<file path="src/rtl/radio_sync_pkg.sv">
// Shared types and parameter-legality helper for the radio-enable synchroniser bank.
package radio_sync_pkg;

    typedef enum logic [1:0] {
        RUN     = 2'd0,
        ISO     = 2'd1,
        RELEASE = 2'd2
    } iso_state_e;

    function automatic bit sync_params_ok(input int unsigned sync_stages,
                                          input int unsigned filt_cycles,
                                          input int unsigned release_cycles);
        return (sync_stages >= 2) && (filt_cycles >= 1) && (release_cycles >= 1);
    endfunction

endpackage

</file>
<file path="src/rtl/radio_enable_filter.sv">
// One radio-enable channel: async-input synchroniser followed by a persistence debounce filter.
module radio_enable_filter #(
    parameter int unsigned SYNC_STAGES = 2,
    parameter int unsigned FILT_CYCLES = 3
) (
    input  logic ck,
    input  logic arst,
    input  logic d_async,
    output logic filt_next_c
);

    localparam int unsigned CNT_W = $clog2(FILT_CYCLES + 1);
    localparam logic [CNT_W-1:0] CNT_TERM = CNT_W'(FILT_CYCLES - 1);

    logic [SYNC_STAGES-1:0] sync_q;
    logic                   sync;
    logic                   filt;
    logic [CNT_W-1:0]       cnt;
    logic [CNT_W-1:0]       cnt_next;

    assign sync = sync_q[SYNC_STAGES-1];

    always_ff @(posedge ck or posedge arst) begin
        if (arst) begin
            sync_q <= '0;
            filt   <= 1'b0;
            cnt    <= '0;
        end else begin
            sync_q <= {sync_q[SYNC_STAGES-2:0], d_async};
            filt   <= filt_next_c;
            cnt    <= cnt_next;
        end
    end

    // A new value is accepted only after FILT_CYCLES consecutive disagreeing samples.
    always_comb begin
        filt_next_c = filt;
        cnt_next    = cnt;
        if (sync == filt) begin
            cnt_next = '0;
        end else if (cnt == CNT_TERM) begin
            filt_next_c = sync;
            cnt_next    = '0;
        end else begin
            cnt_next = cnt + CNT_W'(1);
        end
    end

endmodule

</file>
<file path="src/rtl/radio_enable_sync_bank.sv">
// Multi-channel radio-enable retiming bank with isolation clamp, release window and edge pulses.
module radio_enable_sync_bank
    import radio_sync_pkg::*;
#(
    parameter int unsigned     NCH            = 4,
    parameter int unsigned     SYNC_STAGES    = 2,
    parameter int unsigned     FILT_CYCLES    = 3,
    parameter logic [NCH-1:0]  ISO_VAL        = '0,
    parameter int unsigned     RELEASE_CYCLES = 4
) (
    input  logic           ck,
    input  logic           arst,
    input  logic           isolate_i,
    input  logic [NCH-1:0] en_async_i,
    output logic [NCH-1:0] en_o,
    output logic [NCH-1:0] rise_o,
    output logic [NCH-1:0] fall_o,
    output logic           iso_active_o
);

    localparam int unsigned REL_W = $clog2(RELEASE_CYCLES + 1);
    localparam logic [REL_W-1:0] REL_TERM = REL_W'(RELEASE_CYCLES - 1);

    if (!sync_params_ok(SYNC_STAGES, FILT_CYCLES, RELEASE_CYCLES)) begin : g_param_check
        $error("radio_enable_sync_bank: illegal SYNC_STAGES/FILT_CYCLES/RELEASE_CYCLES");
    end

    logic [NCH-1:0]   filt_next;
    iso_state_e       state;
    iso_state_e       state_next;
    logic [REL_W-1:0] rel_cnt;
    logic [REL_W-1:0] rel_cnt_next;
    logic [NCH-1:0]   en_next;

    for (genvar i = 0; i < NCH; i++) begin : g_ch
        radio_enable_filter #(
            .SYNC_STAGES (SYNC_STAGES),
            .FILT_CYCLES (FILT_CYCLES)
        ) u_filter (
            .ck          (ck),
            .arst        (arst),
            .d_async     (en_async_i[i]),
            .filt_next_c (filt_next[i])
        );
    end

    always_ff @(posedge ck or posedge arst) begin
        if (arst) begin
            state        <= RUN;
            rel_cnt      <= '0;
            en_o         <= '0;
            rise_o       <= '0;
            fall_o       <= '0;
            iso_active_o <= 1'b0;
        end else begin
            state        <= state_next;
            rel_cnt      <= rel_cnt_next;
            en_o         <= en_next;
            rise_o       <= en_next & ~en_o;
            fall_o       <= ~en_next & en_o;
            iso_active_o <= (state_next != RUN);
        end
    end

    // Clamp wins over any filter update; RUN is re-entered only after a full quiet window.
    always_comb begin
        state_next   = state;
        rel_cnt_next = rel_cnt;
        en_next      = ISO_VAL;
        unique case (state)
            RUN: begin
                if (isolate_i) begin
                    state_next = ISO;
                end else begin
                    en_next = filt_next;
                end
            end
            ISO: begin
                if (!isolate_i) begin
                    state_next   = RELEASE;
                    rel_cnt_next = '0;
                end
            end
            RELEASE: begin
                if (isolate_i) begin
                    state_next   = ISO;
                    rel_cnt_next = '0;
                end else if (rel_cnt == REL_TERM) begin
                    state_next   = RUN;
                    rel_cnt_next = '0;
                    en_next      = filt_next;
                end else begin
                    rel_cnt_next = rel_cnt + REL_W'(1);
                end
            end
            default: begin
                state_next   = RUN;
                rel_cnt_next = '0;
            end
        endcase
    end

endmodule
</file>
<file path="config.mk">
export PLATFORM = sky130hd
export DESIGN_NAME = radio_enable_sync_bank
export DESIGN_NICKNAME = d
export VERILOG_FILES = /design/src/rtl/radio_sync_pkg.sv /design/src/rtl/radio_enable_filter.sv /design/src/rtl/radio_enable_sync_bank.sv
export SDC_FILE = /design/constraint.sdc
export NUM_CORES = 1
export LEC_CHECK = 0
export CAP_MARGIN = 20
export CORE_ASPECT_RATIO = 0.75
export CORE_MARGIN = 3
export CORE_UTILIZATION = 55
export CTS_CLUSTER_SIZE = 24
export DETAILED_ROUTE_END_ITERATION = 6
export PLACE_DENSITY = 0.77
export SLEW_MARGIN = 0
export SYNTH_ARGS = -nofsm -noshare
export SYNTH_HDL_FRONTEND = slang
export SYNTH_SLANG_ARGS = --single-unit
</file>
<file path="constraint.sdc">
create_clock -name ck -period 2 [get_ports ck]
set_input_delay 0.3 -clock ck [delete_from_list [all_inputs] [get_ports ck]]
set_output_delay 0.3 -clock ck [all_outputs]
set_load 0.02 [all_outputs]
</file>
# Word-level counts from Yosys, hierarchy flattened
# Cells that the tools add are included.
[op_classes]
n_mux = 29
bitwise_logic = 5
add_sub_neg = 5
eq_ne = 12
reduce_logical = 3
[ops]
columns = ["operator", "n"]
rows = [
  ["2-bit two-way mux", 12],
  ["4-bit two-way mux", 3],
  ["2-bit == test, second input constant", 5],
  ["3-bit two-way mux", 3],
  ["3-bit case mux with 3 select lines", 1],
  ["2-bit by 1-bit adder with 2-bit output, second input constant", 4],
  ["4-bit AND", 2],
  ["1-bit two-way mux", 8],
  ["4-bit inverter", 2],
  ["4-bit case mux with 2 select lines", 1],
  ["2-bit case mux with 3 select lines", 1],
  ["1-bit == test", 4],
  ["3-bit by 1-bit adder with 3-bit output, second input constant", 1],
  ["3-bit by 2-bit == test with 1-bit output, second input constant", 1],
  ["2-bit by 1-bit == test with 1-bit output, second input constant", 1],
  ["2-bit zero test", 1],
  ["2-bit inequality test, second input constant", 1],
  ["2-bit AND reduction", 1],
  ["2-bit nonzero test", 1],
  ["1-bit inverter", 1],
]
[word_totals]
regBits = 38
inputBits = 7
wordCells = 72
out_inout_bits = 13

# Longest topological paths before layout
[logic_depth]
word_depth = 8
ltp_mapped = 5
mapped_depth_nobuf = 4

# By module
# From an unflattened synthesis, not the netlist that was laid out.
[hier_totals]
hier_cells = 94
hier_area_um2 = 1411.4
[by_module_without_submodules]
columns = ["module", "area_per_inst_um2", "instances", "seq_area_each_um2", "cells_per_inst"]
rows = [
  ["radio_enable_filter", 178.9, 4, 125.1, 11],
  ["radio_enable_sync_bank", 695.7, 1, 450.4, 50],
]

# Least setup slack after synthesis
# Ideal clock, no wire load.
[synth_path]
kind = "register to register"
start = "reg rel_cnt[0]"
end = "reg fall_o[2]"
arrival_ps = 1172
setup_slack_ps = 763
path_stages_with_launch = 6
n_path_buf = 1
required_time_ps = 1935
period_less_slack_ps = 1237
setup_ps = 65
path_cell_list = "dfrtp_1 ha_1 and2b_1 o21ai_2 buf_4 o21a_1"
[synth_between]
elab_chain_len = 6
[synth_rtl]
columns = ["element", "line", "text"]
rows = [
  ["start, declared", "radio_enable_sync_bank.sv:31", "logic [REL_W-1:0] rel_cnt;"],
  ["start signal, assigned", "radio_enable_sync_bank.sv:57", "rel_cnt <= rel_cnt_next;"],
  ["3-bit by 2-bit == test with 1-bit output", "radio_enable_sync_bank.sv:88", "end else if (rel_cnt == REL_TERM) begin"],
  ["4-bit two-way mux", "radio_enable_sync_bank.sv:88", ""],
  ["4-bit two-way mux", "radio_enable_sync_bank.sv:85", "if (isolate_i) begin"],
  ["4-bit case mux with 2 select lines", "radio_enable_sync_bank.sv:70", "unique case (state)"],
  ["4-bit inverter", "radio_enable_sync_bank.sv:60", "fall_o <= ~en_next & en_o;"],
  ["4-bit AND", "radio_enable_sync_bank.sv:60", ""],
  ["end signal, assigned", "radio_enable_sync_bank.sv:60", ""],
  ["end, declared", "radio_enable_sync_bank.sv:17", "output logic [NCH-1:0] fall_o,"],
]
# No other way between the ends.
# A chain may end at the register's enable or synchronous reset.

# Worst setup path after layout
[layout_path]
start = "reg en_o[2]"
end = "out en_o[2]"
[layout_rtl]
columns = ["element", "line", "text"]
rows = [
  ["start, declared", "radio_enable_sync_bank.sv:15", "output logic [NCH-1:0] en_o,"],
  ["start signal, assigned", "radio_enable_sync_bank.sv:58", "en_o <= en_next;"],
]
# No word-level cell between the ends.

==> summary.md <==
| Metric | Value |
|---|---|
| Placed cell area | 0.00155 mm² |
| IO Pins | 20 |
| P_leak | 0.762 nW |
| Kind of critical path | reg -> out |
| Num rows | 14 |
| Global route overflow | 0 |
| Post-CTS sizing | 0 |
| Finished Cell Area | 0.00162 mm² |
| Final period util | 0.818 |
| Num CTS Buffers | 5 |
| Buf+Inv Stages, Crit Path | 1 |
| Synth area leaders | dfrtp_1, mux2i_1, nor3_1, xnor2_1, nor3b_1 |
| Routed vias/inst | 4.95 |
| Final setup fails | 0 |
| CP Max Fanout | 3 |
| Crit path max-delay cell type | clkdlybuf4s50_1 |
| Initial antenna violation count | 0 |
| First-pass GRT wire length | 3620 µm |
| Number of global-route vias before repair | 798 |
| Starting Density | 0.616 |
| Synthesis-to-layout area growth | 23.2% |
| Total Power | 0.00198 W |
| Clk buf depth | 2 |
| Final min period | 1.64 ns |
| Syn_nets | 103 |
| Core area | 0.00214 mm² |
| Dpl hpwl | 1400 µm |
| Max H-tree Level | 2 |
| Power per cell area | 1220 mW/mm² |
| RSZ-0062 raised after global routing | no |
| Avg WL per Cell | 13.1 µm |
| Number of library cell types mapped by synthesis | 24 |
| PortBufs | 19 |
| CTS tree | done |
| Vias | 762 |
| RR Startpoint | rel_cnt[0] |
| Share of cells above drive strength 1 | 0.0820 |
| Clock sink count | 38 |
| Yosys warning total | 0 |
| Layout Nets | 129 |
| Synth area leader | dfrtp_1 |
| Starting DRT DRC Count | 15 |
| Worst min path class | in -> async |
| Syn Std Cell Area | 0.00132 mm² |
| Mapped Cells | 95 |
| Seq/Total Area, Yosys | 0.722 |
| Die Area | 0.00302 mm² |
| Critical Path RT | 1.70 ns |
| Gp weighted congestion | 0.701 |
| VDD IR max | 0.000861 V |
| Final slew viol count | 0 |
| Worst setup EP type | primary output |
| Final WL | 2010 µm |
| Number of hold violations in the final report | 0 |
| Worst-Skew Late Latency | 0.33 ns |
| Skew final | 0.00931 ns |
| CP max stage delay | 0.61 ns |
| Die Ht | 48.4 µm |
| Setup TNS | 0 ns |
| Max-Cap Viols | 0 |
| Post-place setup slack | 0.461 ns |
| All-layer global routing usage | 0.163 |
| Number of synthesized flops with an enable pin | 0 |
| Post-CTS setup repair buffer count | 0 |
| Die W | 62.5 µm |
| Pin count of the biggest net entering global routing | 39 |
| CP startpoint | en_o[2] |
| DRC viols | 0 |
| Top FF cell, synth | dfrtp_1 |
| Minimum hold slack | 0.357 ns |
| FMAX | 0.611 GHz |
| #FFs+latches synth | 38 |
| Root Buffer | clkbuf_4 |
| FILL cells | 150 |
| Setup crit start kind | flop |
| Kind of cell adding the most delay to the critical path | buffers and inverters |
| 1st-pass router iterations | 3 |
| Yosys top cell area share | 0.722 |
| # hold bufs at CTS | 0 |
| Synth async-reset ratio | 1.00 |
| CP cell instances | clkdlybuf4s50_1 |
| Slew margin rel. | 0.670 |
| Data arrival time of the critical path | 1.34 ns |
| Outcome | completed |
| Min setup slack post-route | 0.364 ns |
| Clock transition at path regs | 0.11 ns |
| Antenna Nets Post-Route | 0 |
| Syn Area/Cell | 13.9 µm² |
| Ant diodes | 0 |
| Actual slew at the worst max-slew pin | 0.495 ns |
==> per-stage QoR <==
step                      std cells   util
final                           154  0.759
after global routing            154  0.759
after CTS                       154  0.759
after detailed placement        146  0.724
after global placement          146  0.724
after floorplan                  95      -
==> synthesized netlist by cell type (2+ instances only) <==
master and n:
o21a_1 4, a21boi_0 2, nor3_1 8, inv_1 6
nor3b_1 4, xnor2_1 4, dfrtp_1 38, nor2_1 6
nand2_1 2, nand2b_1 4, mux2i_1 4
==> kinds of logic after synthesis <==
| kind of cell | share of synthesized area |
|---|---|
| flops | 0.722 |
| simple gates | 0.123 |
| compound gates | 0.0627 |
| buf+inv | 0.0257 |
| xor+xnor | 0.0266 |
| mux | 0.0304 |
| fa+ha+maj | 0.00950 |
==> flip-flops by register name (all words and copies together) (netlist names) <==
register	flops
g_ch.u_filter.cnt	8
state	2
en_o	4
g_ch.u_filter.sync_q	8
rise_o	4
iso_active_o	1
fall_o	4
rel_cnt	3
g_ch.u_filter.filt	4
==> per-layer routing <==
metal,GRT usage,vias up,share of wire,wire [µm]
met5,0,-,0,0
li1,-,368,-,-
met2,0.267,15,0.54,1090
met3,0.0718,5,0.044,89
met4,0.0659,0,0.016,32
met1,0.189,374,0.40,803
==> cells in the final DEF (no fill, tap or decap), types with 2 or more instances in the layout <==
| master | instances |
|---|---|
| inv_1 | 6 |
| mux2i_1 | 4 |
| clkbuf_1 | 2 |
| o21a_1 | 4 |
| nor2_1 | 6 |
| nor3b_1 | 4 |
| dfrtp_1 | 38 |
| nor3_1 | 8 |
| a21boi_0 | 2 |
| nand2b_1 | 4 |
| nand2_1 | 2 |
| xnor2_1 | 4 |
| clkdlybuf4s50_1 | 19 |
| clkbuf_4 | 5 |
==> cell type report <==
type / count / area (µm²) / area share
clock buffers: 7 / 45.0 / 0.0278
inverters: 7 / 26.3 / 0.0162
repair buffers: 20 / 198 / 0.122
multi-input cells: 49 / 332 / 0.204
well taps: 32 / 40.0 / 0.0247
flip-flops and latches: 38 / 951 / 0.586
clock inverters: 1 / 30.0 / 0.0185
==> power by group <==
| group | internal (W) | leakage (nW) | switching (W) | total [W] |
|---|---|---|---|---|
| Combinational | 0.000217 | 0.238 | 0.000234 | 0.000451 |
| Sequential | 0.000933 | 0.485 | 0.000103 | 0.00104 |
| Clock | 0.000265 | 0.0395 | 0.000231 | 0.000496 |
==> path summary, 6_finish.rpt <==
| check | to | slack, ns | cells after the start |
|---|---|---|---|
| worst min register to register | g_ch[3].u_filter.sync_q[1] | 0.36 | 0 |
| worst max register to register | iso_active_o | 0.49 | 4 |
| max in group asynchronous | fall_o[2] | 1.33 | 3 |
| worst max-delay path | en_o[2] | 0.36 | 1 |
| worst min-delay path | en_o[2] | 0.36 | 3 |
| min in group ck | g_ch[3].u_filter.sync_q[1] | 0.36 | 0 |
Power figures use the tool's default switching activity.
==> patch 1, RTL diff (same flow settings) <==
Register the inputs `isolate_i` and `en_async_i` before use, cleared by the reset. The logic sees them one clock later.
--- a/src/rtl/radio_enable_sync_bank.sv
+++ b/src/rtl/radio_enable_sync_bank.sv
@@ -21,6 +21,19 @@
     localparam int unsigned REL_W = $clog2(RELEASE_CYCLES + 1);
     localparam logic [REL_W-1:0] REL_TERM = REL_W'(RELEASE_CYCLES - 1);
 
+    logic isolate_q;
+    logic [NCH-1:0] en_async_q;
+
+    always_ff @(posedge ck or posedge arst) begin
+        if (arst) begin
+            isolate_q  <= '0;
+            en_async_q <= '0;
+        end else begin
+            isolate_q  <= isolate_i;
+            en_async_q <= en_async_i;
+        end
+    end
+
     if (!sync_params_ok(SYNC_STAGES, FILT_CYCLES, RELEASE_CYCLES)) begin : g_param_check
         $error("radio_enable_sync_bank: illegal SYNC_STAGES/FILT_CYCLES/RELEASE_CYCLES");
     end
@@ -39,7 +52,7 @@
         ) u_filter (
             .ck          (ck),
             .arst        (arst),
-            .d_async     (en_async_i[i]),
+            .d_async     (en_async_q[i]),
             .filt_next_c (filt_next[i])
         );
     end
@@ -69,20 +82,20 @@
         en_next      = ISO_VAL;
         unique case (state)
             RUN: begin
-                if (isolate_i) begin
+                if (isolate_q) begin
                     state_next = ISO;
                 end else begin
                     en_next = filt_next;
                 end
             end
             ISO: begin
-                if (!isolate_i) begin
+                if (!isolate_q) begin
                     state_next   = RELEASE;
                     rel_cnt_next = '0;
                 end
             end
             RELEASE: begin
-                if (isolate_i) begin
+                if (isolate_q) begin
                     state_next   = ISO;
                     rel_cnt_next = '0;
                 end else if (rel_cnt == REL_TERM) begin
Check against the original RTL: not equivalent (Yosys sat finds a counterexample within 4 cycles, from zero or initial values and one cycle with arst high).
==> patch 1 against the unedited design <==
- power grew 7.9%
- sequential power grew 11%
- design area grew 8.6%
- wire length shrank 3.1%
- register-to-register slack is essentially flat
- critical path type unchanged
- final cell count grew 4.5%
- fmax shrank 1.1%
- synthesized cell count grew 5.3%
- synthesized area grew 9.5%
- sequential cell count grew 5
- die area grew 8.4%
- worst setup slack lost 19 ps
==> patch 1: results (changes against the unedited design) <==
| Metric | Value |
|---|---|
| Outcome | finished clean |
| Area contributors post-synth | dfrtp_1 75%, mux2i_1 2.8%, nor3_1 2.8% |
| Final Routed Wirelength | 1950 um (-3.1%) |
| Final #Nets | 134 (+3.9%) |
| Ys Warns | 0 (unchanged) |
| Drt pass-1 iters | 4 (+1) |
| Number of global-route vias before repair | 750 (-6.0%) |
| Grt met1 use | 0.178 (-0.0117) |
| Initial DRC count | 29 (+14) |
| Fmax | 604 MHz (-1.1%) |
| Leak | 0.820 nW (+7.6%) |
| Total nets after synthesis | 108 (+4.9%) |
| First-pass GRT wire length | 3380 um (-6.7%) |
| Num Clock Sinks | 43 (+13%) |
| Fraction of area in registers | 0.611 (+0.0248) |
| Tot GR Track Use | 0.147 (-0.0164) |
| Synth top cells by count | 43 x dfrtp_1, 8 x nor3_1, 6 x inv_1, 6 x nor2_1 |
| Fill count | 181 (+21%) |
| Met2 Usage GRT | 0.224 (-0.0431) |
| Met3 Usage GRT | 0.0738 (+0.00207) |
| CLK BUF | 6 (-1) |
| Signal buf overhead | 0.112 (-0.00962) |
| Dpl ws | 514 ps (+52.9 ps) |
| Layout cells sized above 1 | 0.0945 (+0.0125) |
| Vias per cell | 4.83 (-2.5%) |
| Maximum VDD drop | 0.775 mV (-10%) |
| Fin Clk Skew | 5.38 ps (-3.92 ps) |
| Fraction of area in multi-input gates | 0.188 (-0.0161) |
| Clock-cell share of area | 0.0490 (+0.00274) |
| R2R Setup Slk | 490 ps (about the same) |
## patch 1: cell count changes after synthesis
| cell | unedited run | this run |
|---|---|---|
| nand2b_1 | 4 | 3 |
| dfrtp_1 | 38 | 43 |
| nor2b_1 | 1 | 2 |
## patch 1: cell families (layout without fill, tap and decap cells)
| family | Yosys count | count (layout) | synth area share |
|---|---|---|---|
| XOR/XNOR | 4 | 4 | 0.0243 |
| buffers and inverters | 8 | 35 | 0.0234 |
| multiplexers | 4 | 4 | 0.0278 |
| AND/OR/NAND/NOR | 29 | 29 | 0.112 |
| adder cells (fa/ha/maj) | 1 | 1 | 0.00868 |
| flip-flops | 43 | 43 | 0.747 |
| AO/OA/AOI/OAI | 11 | 11 | 0.0573 |
## patch 1: worst max-delay path by stage
stage / to / cells past startpoint
after floorplan: en_async_q[0] / 1
after global placement: iso_active_o / 4
after detailed placement: iso_active_o / 4
after CTS: en_o[0] / 1
after global routing: en_o[1] / 1
final: en_o[0] / 1
## patch 1: layer usage
metal / vias to the layer above / wire length (um)
met4: 0 / 26
met5: - / 0
met2: 19 / 964
met3: 5 / 132
met1: 371 / 825
li1: 382 / -
## patch 1: per-stage QoR
| step | area (um^2) | power [mW] | utilization | cells |
|---|---|---|---|---|
| finish | 1760 | 2.14 | 0.733 | 161 |
| global route | 1760 | 2.28 | 0.733 | 161 |
| CTS | 1760 | 2.17 | 0.733 | 161 |
| detailed placement | 1670 | 1.62 | 0.697 | 153 |
| global placement | 1670 | 1.58 | 0.697 | 153 |
| floorplan | 1440 | 1.45 | - | 100 |
## patch 1: power breakdown
part           total, mW  leakage [nW]  switching (mW)  internal, mW
logic              0.444         0.228           0.228         0.216
clock network      0.551        0.0482           0.256         0.295
registers           1.15         0.544           0.108          1.04
==> patch 2, RTL diff (config.mk and constraints unchanged) <==
Made on the original files. `FILT_CYCLES` is set to 3 in 2 places; all go to 2.
--- a/src/rtl/radio_enable_filter.sv
+++ b/src/rtl/radio_enable_filter.sv
@@ -1,7 +1,7 @@
 // One radio-enable channel: async-input synchroniser followed by a persistence debounce filter.
 module radio_enable_filter #(
     parameter int unsigned SYNC_STAGES = 2,
-    parameter int unsigned FILT_CYCLES = 3
+    parameter int unsigned FILT_CYCLES = 2
 ) (
     input  logic ck,
     input  logic arst,
--- a/src/rtl/radio_enable_sync_bank.sv
+++ b/src/rtl/radio_enable_sync_bank.sv
@@ -4,7 +4,7 @@
 #(
     parameter int unsigned     NCH            = 4,
     parameter int unsigned     SYNC_STAGES    = 2,
-    parameter int unsigned     FILT_CYCLES    = 3,
+    parameter int unsigned     FILT_CYCLES    = 2,
     parameter logic [NCH-1:0]  ISO_VAL        = '0,
     parameter int unsigned     RELEASE_CYCLES = 4
 ) (
Function: changed (a bounded check fails within 10 cycles, from zero or initial values and one cycle with arst high).
==> patch 2 against the unedited design <==
- design area down 0.23%
- wire length down 2.6%
- power down 3.4%
- worst setup slack worse by 37 ps
- core utilization up 0.45 points
- synthesized cell count unchanged
- sequential cell count unchanged
- fmax down 2.2%
- synthesized area down 0.76%
- critical endpoint unchanged
- largest power group unchanged
==> patch 2: results (changes against the unedited design) <==
| Metric | Value |
|---|---|
| Synth top cells by count | 38 x dfrtp_1, 10 x nor2_1, 6 x inv_1 |
| Fill count | 140 (-6.7%) |
| Worst path max stage delay | 640 ps (+30 ps) |
| Htree depth | 2 (unchanged) |
| Worst hold slack | 359 ps (+1.74 ps) |
| Tot GR Track Use | 0.154 (-0.00883) |
| Maximum VDD drop | 0.765 mV (-11%) |
| Area contributors post-synth | dfrtp_1 73%, mux2i_1 3.1%, nor2_1 2.9% |
| Vias per cell | 4.76 (-3.8%) |
| Fin Clk Skew | 6.17 ps (-3.14 ps) |
| Final WS setup | 327 ps (-37.2 ps) |
| Met2 Usage GRT | 0.254 (-0.0130) |
| Clock tree root driver cell | clkbuf_4 |
| Xor and xnor area share after synthesis | 0.0268 (+0.000204) |
| Vias | 728 (-4.5%) |
| Met3 Usage GRT | 0.0829 (+0.0112) |
| First-pass GRT wire length | 3200 um (-12%) |
| CP top delay family | buffers and inverters |
| HPWL Detailed | 1350 um (-4.0%) |
| Drt pass-1 iters | 4 (+1) |
| Grt met1 use | 0.167 (-0.0223) |
| Max_slew headroom | 0.660 (-0.0107) |
| Arrival time worst endpoint | 1370 ps (+30 ps) |
| Fraction of synthesized area in multiplexers | 0.0307 (+0.000233) |
| Dpl ws | 499 ps (+38.3 ps) |
| Initial DRC count | 42 (+27) |
| Leak | 0.772 nW (+1.2%) |
| Hold crit path type | register to register |
| Synth Area in Adders | 0.00958 (+0.0000728) |
| Setup bufs post-CTS | 0 (unchanged) |
| Layout cells sized above 1 | 0.0909 (+0.00894) |
| Largest net degree at the start of global routing | 39 (unchanged) |
| Final Routed Wirelength | 1960 um (-2.6%) |
| Sequential area share after synthesis | 0.728 (+0.00554) |
| Synth Area in Compound Gates | 0.0632 (+0.000481) |
| Outcome | finished clean |
-- patch 2: cell types whose count changed after synthesis --
cell,before,now
and2_1,0,4
nor2_1,6,10
nor3_1,8,4
nor3b_1,4,0
-- patch 2: power breakdown --
group          internal (mW)  total [mW]  switching (mW)
Combinational          0.188       0.412           0.224
Sequential             0.903       0.981          0.0780
Clock                  0.291       0.524           0.233
Total                   1.38        1.92           0.534
-- patch 2: routing by layer --
layer | share of wire | vias up
met2 | 0.46 | 15
met4 | 0.022 | 0
met3 | 0.071 | 6
met5 | 0 | -
li1 | - | 358
met1 | 0.44 | 349
-- patch 2: cell families (layout without fill, tap and decap cells) --
family,after synthesis,count (layout)
xor+xnor,4,4
mux,4,4
fa+ha+maj,1,1
flops,38,38
simple gates,29,29
buf+inv,8,34
compound gates,11,11
-- patch 2: final timing paths --
check	endpoint	cells past startpoint
max in group asynchronous	rel_cnt[0]	3
min in group asynchronous	g_ch[1].u_filter.sync_q[0]	3
worst min register to register	g_ch[1].u_filter.sync_q[1]	0
worst min-delay path	g_ch[1].u_filter.sync_q[1]	0
worst max register to register	iso_active_o	4
worst max-delay path	en_o[2]	1
-- patch 2: layout make-up --
class / instances / area share
multi-input combinational: 49 / 0.199
sequential: 38 / 0.588
inverter: 7 / 0.0162
timing repair buffer: 20 / 0.122
clock buffer: 6 / 0.0317
clock inverter: 1 / 0.0186
tap: 32 / 0.0247
-- patch 2: through the flow --
step            util  instance area [um^2]
2_1_floorplan      -                  1310
3_3_place_gp   0.725                  1540
3_5_place_dp   0.725                  1540
4_1_cts        0.763                  1620
5_1_grt        0.763                  1620
6_report       0.763                  1620
